[src/rtl/mem_stage.sv]
// mem_stage: LoongArch memory-access stage.
// Holds the EX payload, waits for data_ok, aligns loads, discards stale responses.
module mem_stage #(
  parameter int PASS_W = 128
) (
  input  logic              clk,
  input  logic              resetn,
  input  logic              flush,
  input  logic              ex_valid,
  input  logic              ex_ready_go,
  output logic              mem_allow_in,
  input  logic              ex_req_hs,
  input  logic [31:0]       ex_pc,
  input  logic [31:0]       ex_result,
  input  logic              ex_mul,
  input  logic [31:0]       ex_mul_result,
  input  logic              ex_res_from_mem,
  input  logic [4:0]        ex_ld_ctrl,
  input  logic              ex_rf_we,
  input  logic [4:0]        ex_rf_waddr,
  input  logic [15:0]       ex_ebus,
  input  logic              ex_ertn,
  input  logic [PASS_W-1:0] ex_pass,
  input  logic              data_sram_data_ok,
  input  logic [31:0]       data_sram_rdata,
  input  logic              wb_allow_in,
  output logic              mem_to_wb_valid,
  output logic [31:0]       mem_pc,
  output logic [31:0]       mem_final_result,
  output logic              mem_rf_we,
  output logic [4:0]        mem_rf_waddr,
  output logic [15:0]       mem_ebus,
  output logic [PASS_W-1:0] mem_pass,
  output logic              mem_byp_we,
  output logic [4:0]        mem_byp_waddr,
  output logic [31:0]       mem_byp_data,
  output logic              mem_byp_stall,
  output logic              st_disable
);

  logic              valid_q, valid_d;
  logic              wait_q, wait_d;
  logic              bufv_q, bufv_d;
  logic [31:0]       buf_q, buf_d;
  logic [1:0]        drop_q, drop_d;

  logic [31:0]       pc_q;
  logic [31:0]       res_q;
  logic              mul_q;
  logic [31:0]       mulr_q;
  logic              rfm_q;
  logic [4:0]        ld_q;
  logic              rfwe_q;
  logic [4:0]        wa_q;
  logic [15:0]       ebus_q;
  logic              ertn_q;
  logic [PASS_W-1:0] pass_q;

  logic        drop_zero;
  logic        ok_live;
  logic        ready_go;
  logic        capture;
  logic        leave;
  logic        accept;
  logic [1:0]  inc;
  logic [1:0]  dec;
  logic        no_exc;
  logic [31:0] raw;
  logic [31:0] sh_b;
  logic [7:0]  byte_v;
  logic [15:0] half_v;
  logic [31:0] ld_val;
  logic [31:0] final_res;

  assign drop_zero = (drop_q == 2'd0);
  assign ok_live   = data_sram_data_ok & drop_zero;
  assign ready_go  = ~wait_q | ok_live;
  assign mem_allow_in = ~valid_q | (ready_go & wb_allow_in);
  assign capture   = ex_valid & ex_ready_go & mem_allow_in & ~flush;
  assign leave     = valid_q & ready_go & wb_allow_in;
  assign accept    = ok_live & valid_q & wait_q;
  assign inc = {1'b0, flush & ex_req_hs}
             + {1'b0, flush & valid_q & wait_q};
  assign dec = {1'b0, data_sram_data_ok & ~drop_zero};

  // Next-state for occupancy, response tracking and stale-drop count
  always_comb begin
    valid_d = valid_q;
    wait_d  = wait_q;
    bufv_d  = bufv_q;
    buf_d   = buf_q;
    drop_d  = drop_q + inc - dec;
    if (capture) begin
      valid_d = 1'b1;
      wait_d  = ex_req_hs;
      bufv_d  = 1'b0;
    end else begin
      if (accept) begin
        wait_d = 1'b0;
        if (!wb_allow_in) begin
          bufv_d = 1'b1;
          buf_d  = data_sram_rdata;
        end
      end
      if (leave) valid_d = 1'b0;
    end
    if (flush) valid_d = 1'b0;
  end

  // Control state registers
  always_ff @(posedge clk) begin
    if (!resetn) begin
      valid_q <= 1'b0;
      wait_q  <= 1'b0;
      bufv_q  <= 1'b0;
      buf_q   <= '0;
      drop_q  <= 2'd0;
    end else begin
      valid_q <= valid_d;
      wait_q  <= wait_d;
      bufv_q  <= bufv_d;
      buf_q   <= buf_d;
      drop_q  <= drop_d;
    end
  end

  // Payload registers, loaded only when an instruction enters
  always_ff @(posedge clk) begin
    if (!resetn) begin
      pc_q   <= '0;
      res_q  <= '0;
      mul_q  <= 1'b0;
      mulr_q <= '0;
      rfm_q  <= 1'b0;
      ld_q   <= '0;
      rfwe_q <= 1'b0;
      wa_q   <= '0;
      ebus_q <= '0;
      ertn_q <= 1'b0;
      pass_q <= '0;
    end else if (capture) begin
      pc_q   <= ex_pc;
      res_q  <= ex_result;
      mul_q  <= ex_mul;
      mulr_q <= ex_mul_result;
      rfm_q  <= ex_res_from_mem;
      ld_q   <= ex_ld_ctrl;
      rfwe_q <= ex_rf_we;
      wa_q   <= ex_rf_waddr;
      ebus_q <= ex_ebus;
      ertn_q <= ex_ertn;
      pass_q <= ex_pass;
    end
  end

  assign raw    = bufv_q ? buf_q : data_sram_rdata;
  assign sh_b   = raw >> {res_q[1:0], 3'b000};
  assign byte_v = sh_b[7:0];
  assign half_v = res_q[1] ? raw[31:16] : raw[15:0];

  // Load alignment and extension
  always_comb begin
    ld_val = '0;
    unique case (1'b1)
      ld_q[4]: ld_val = raw;
      ld_q[3]: ld_val = {24'b0, byte_v};
      ld_q[2]: ld_val = {{24{byte_v[7]}}, byte_v};
      ld_q[1]: ld_val = {16'b0, half_v};
      ld_q[0]: ld_val = {{16{half_v[15]}}, half_v};
      default: ld_val = '0;
    endcase
  end

  assign no_exc    = (ebus_q == 16'd0);
  assign final_res = (rfm_q & no_exc) ? ld_val
                   : mul_q ? mulr_q : res_q;

  assign mem_to_wb_valid  = valid_q & ready_go & ~flush;
  assign mem_pc           = pc_q;
  assign mem_final_result = final_res;
  assign mem_rf_we        = rfwe_q & valid_q & no_exc;
  assign mem_rf_waddr     = wa_q;
  assign mem_ebus         = ebus_q;
  assign mem_pass         = pass_q;
  assign mem_byp_we       = valid_q & rfwe_q;
  assign mem_byp_waddr    = wa_q;
  assign mem_byp_data     = final_res;
  assign mem_byp_stall    = valid_q & rfm_q & ~ready_go;
  assign st_disable       = valid_q & (~no_exc | ertn_q);

endmodule

[config.mk]
export PLATFORM = sky130hd
export DESIGN_NAME = mem_stage
export DESIGN_NICKNAME = d
export VERILOG_FILES = /design/src/rtl/mem_stage.sv
export SDC_FILE = /design/constraint.sdc
export NUM_CORES = 1
export LEC_CHECK = 0
export BUFFER_PORTS_ARGS = -buffer_cell sky130_fd_sc_hd__buf_2
export CAP_MARGIN = 20
export CORE_AREA = 5 5 208 210
export DETAILED_ROUTE_END_ITERATION = 6
export DIE_AREA = 0 0 213 215
export HOLD_SLACK_MARGIN = 0.15
export MAX_ROUTING_LAYER = met4
export SYNTH_ARGS = -nofsm -noshare
export SYNTH_HDL_FRONTEND = slang
export SYNTH_SLANG_ARGS = --single-unit
[constraint.sdc]
create_clock -name clk -period 3 [get_ports clk]
set_input_delay 0.6 -clock clk [delete_from_list [all_inputs] [get_ports clk]]
set_output_delay 0.6 -clock clk [all_outputs]
set_load 0.02 [all_outputs]
==> results.toml <==
[placed_design]
place_congestion = 0.967
dp_slack_ps = -57.9
dp.cells = 2518
port_buffers = 549
dp_hpwl_um = 38000
dpl_cell_area_mm2 = 0.0160

[timing]
setup_viol = 40
rsz0062_at_grt = "yes"
finClkSkew_ps = 21.9
layout_min_cycle_time_ps = 3070
setup_ws_ps = -74.7
period_share_pct = 102
slew_violations = 0
tightest_slew_ps = 658
maxSlewHeadroom_pct = 54.9
fmax_mhz = 325
hold_viol_final = 0

[synthesis]
synth_top_cell_by_area = "dfxtp_1"
syn_inst = 1551
synth_nets = 1847
synthArstFlopShare_pct = 0
synth_edf_count = 0
ys_top_cells_by_area = "dfxtp_1, nand2_1, a21boi_0, a21boi_1, mux2i_1"
syn_area_per_cell_um2 = 8.31
ys.flop_type = "dfxtp_1"
synth_commonest_cells = "nand2_1, dfxtp_1, a21boi_0"
ys_seq_area_share_pct = 45.2
yosys.cell_count.top_type = "nand2_1"
synth_seq_cells = 291
netlist_area_mm2 = 0.0129
synth_cell_type_count = 46
synth.top_cell.area_share_pct = 45.2
yosysWarnings = 0

[outcome]
violations = "negative setup slack"
status = "finished, violations left"

[cts]
clk_latency_ps = 540
cts_tree = "yes"
cts_buffers = 35
hold_buffers = 0
cts.reportedPaths.clkPinSlew_ps = 70
clock-root-buffer = "clkbuf_16"
cts_sinks = 291
clk_path_buf_depth = 3
htree_levels = 2

[floorplanning]
start_util_pct = 31.2
die_w_um = 213
placementRows = 75
fp.dieH_um = 215
ios = 550
die_area_mm2 = 0.0458
core_region_area_mm2 = 0.0414

[setup_path]
worstSetupEndpointType = "output pin"
crit_type = "flop to output pin"
arrival_ps = 2470
critPathLaunchType = "flop"
worstPathMaxFanout = 5
cpPeakStageDelay_ps = 480
path_cells = "mux4_2, or2_4, a41o_4, buf_8, a21oi_2, o22ai_2, buf_6"
slowest_stage = "mux4_2"
critical_path.top_delay_family = "compound AO/OA/AOI/OAI gates"
path_buf_inv = 2
cp_data_required_time_ps = 2400

[pwr]
ir_drop_mv = 0.384
powerDensity_mw_per_mm2 = 521
cellLeakagePower_nw = 7.48

[detailed_routing]
routed-via-count = 12526
drc_errors = 0
drt_first_iter_violations = 648
wl_um = 51400
ant_nets = 0
routed_via_density = 4.81
wire_per_inst_um = 19.7
drt-pass1-iter-count = 5

[global_route]
grt_start_max_net_pins = 121
overflow = 0
grt_pass1_vias = 12453
grt.total_usage_pct = 21.6
grt_pass1_wl_um = 74800
antenna_found_initial = 17

[cells_and_area]
syn_to_final_growth_pct = 41.8
stdcell_count = 2603
fin_area_mm2 = 0.0183
drive_gt1_share_pct = 36.9
fillCellCount = 4061
num-nets-final = 2324

[worst_hold_path]
min_path_type = "input pin to flop"

[run]
drv_cap = 0
power by group:
group	leakage, nW	total [W]	internal, W	switching (W)
Combinational	4.56	0.00124	0.000547	0.000692
Sequential	2.36	0.00407	0.00399	0.0000828
Clock	0.561	0.00422	0.00253	0.00169
Total	7.48	0.00953	0.00707	0.00246
worst paths after layout:
check | endpoint | slack (ps) | startpoint | cells after the start
worst max-delay path | mem_final_result[23] | -70 | res_q[0] | 7
worst min-delay path | mulr_q[30] | 300 | ex_mul_result[30] | 3
worst max register to register | mem_ebus[2] | 800 | drop_q[1] | 6
worst min register to register | mem_pass[1] | 450 | mem_pass[1] | 2
cell usage in the layout, fill, tap and decap left out, types with 12 or more instances in the layout:
cell type	Yosys	layout
mux2i_1	64	62
diode_2	0	12
buf_4	37	28
nand2_1	590	589
o22ai_2	0	13
a21boi_0	178	178
mux2_2	17	17
buf_6	2	63
dfxtp_1	291	285
clkbuf_16	0	39
a21boi_1	109	109
buf_2	49	486
buf_12	0	15
worst register-to-register path, stage by stage, from the launching register on:
cell,delay (ps)
dfxtp_1,340
nor3b_2,300
o21ai_1,210
a211oi_4,390
buf_12,370
nand2_1,360
a21boi_0,160
logic make-up after synthesis:
logic type	count (synthesis)	share of synthesized area, %
AOI/OAI and AO/OA	369	21.5
xor gates and xnor gates	2	0.136
adders and majority gates	2	0.252
buffers and inverters	161	6.36
DFF	291	45.2
muxes	84	6.92
and+or+nand+nor	642	19.6
area by class of cell:
cell class,count,area (µm²),share of cell area (%)
flip-flops and latches,291,5840,31.9
well taps,539,674,3.69
repair buffers,598,3800,20.8
clock buffers,51,1020,5.57
diodes,12,30.0,0.164
clock inverters,10,115,0.630
inverters,3,11.3,0.0616
multi-input cells,1099,6790,37.1
registers in the layout, summed over array words and instances (netlist names):
| register | count |
|---|---|
| buf_q | 32 |
| bufv_q | 1 |
| drop_q | 2 |
| ertn_q | 1 |
| ld_q | 5 |
| mem_byp_waddr | 5 |
| mem_ebus | 16 |
| mem_pass | 128 |
| mem_pc | 32 |
| mul_q | 1 |
| mulr_q | 32 |
| res_q | 32 |
| rfm_q | 1 |
| rfwe_q | 1 |
| valid_q | 1 |
| wait_q | 1 |
metrics by stage:
stage / util, % / total power, W / hold WS (ps) / setup TNS, ps
floorplan: - / 0.00477 / 430 / 0
global placement: 38.6 / 0.00527 / 438 / -104
detailed placement: 38.6 / 0.00528 / 442 / -392
CTS: 42.6 / 0.00962 / 251 / -3610
global route: 44.2 / 0.00994 / 266 / -5500
finish: 44.2 / 0.00953 / 297 / -1650
per-layer routing:
metal / global-route usage, % / part of all wire [%] / wire length (µm) / vias to the layer above
met3: 5.99 / 7.6 / 3910 / 83
li1: - / - / - / 6077
met1: 23.7 / 38 / 19300 / 5917
met5: - / 0 / 0 / -
met4: 7.96 / 3.9 / 1980 / 0
met2: 37.4 / 51 / 26200 / 449
timing repair:
action	CTS	global route
resized for setup	123	111
pin swaps	15	21
endpoints found under the setup margin	64	64
gates cloned	2	4
setup buffers	1	5
Note: power is estimated with default switching activity, not from simulation.
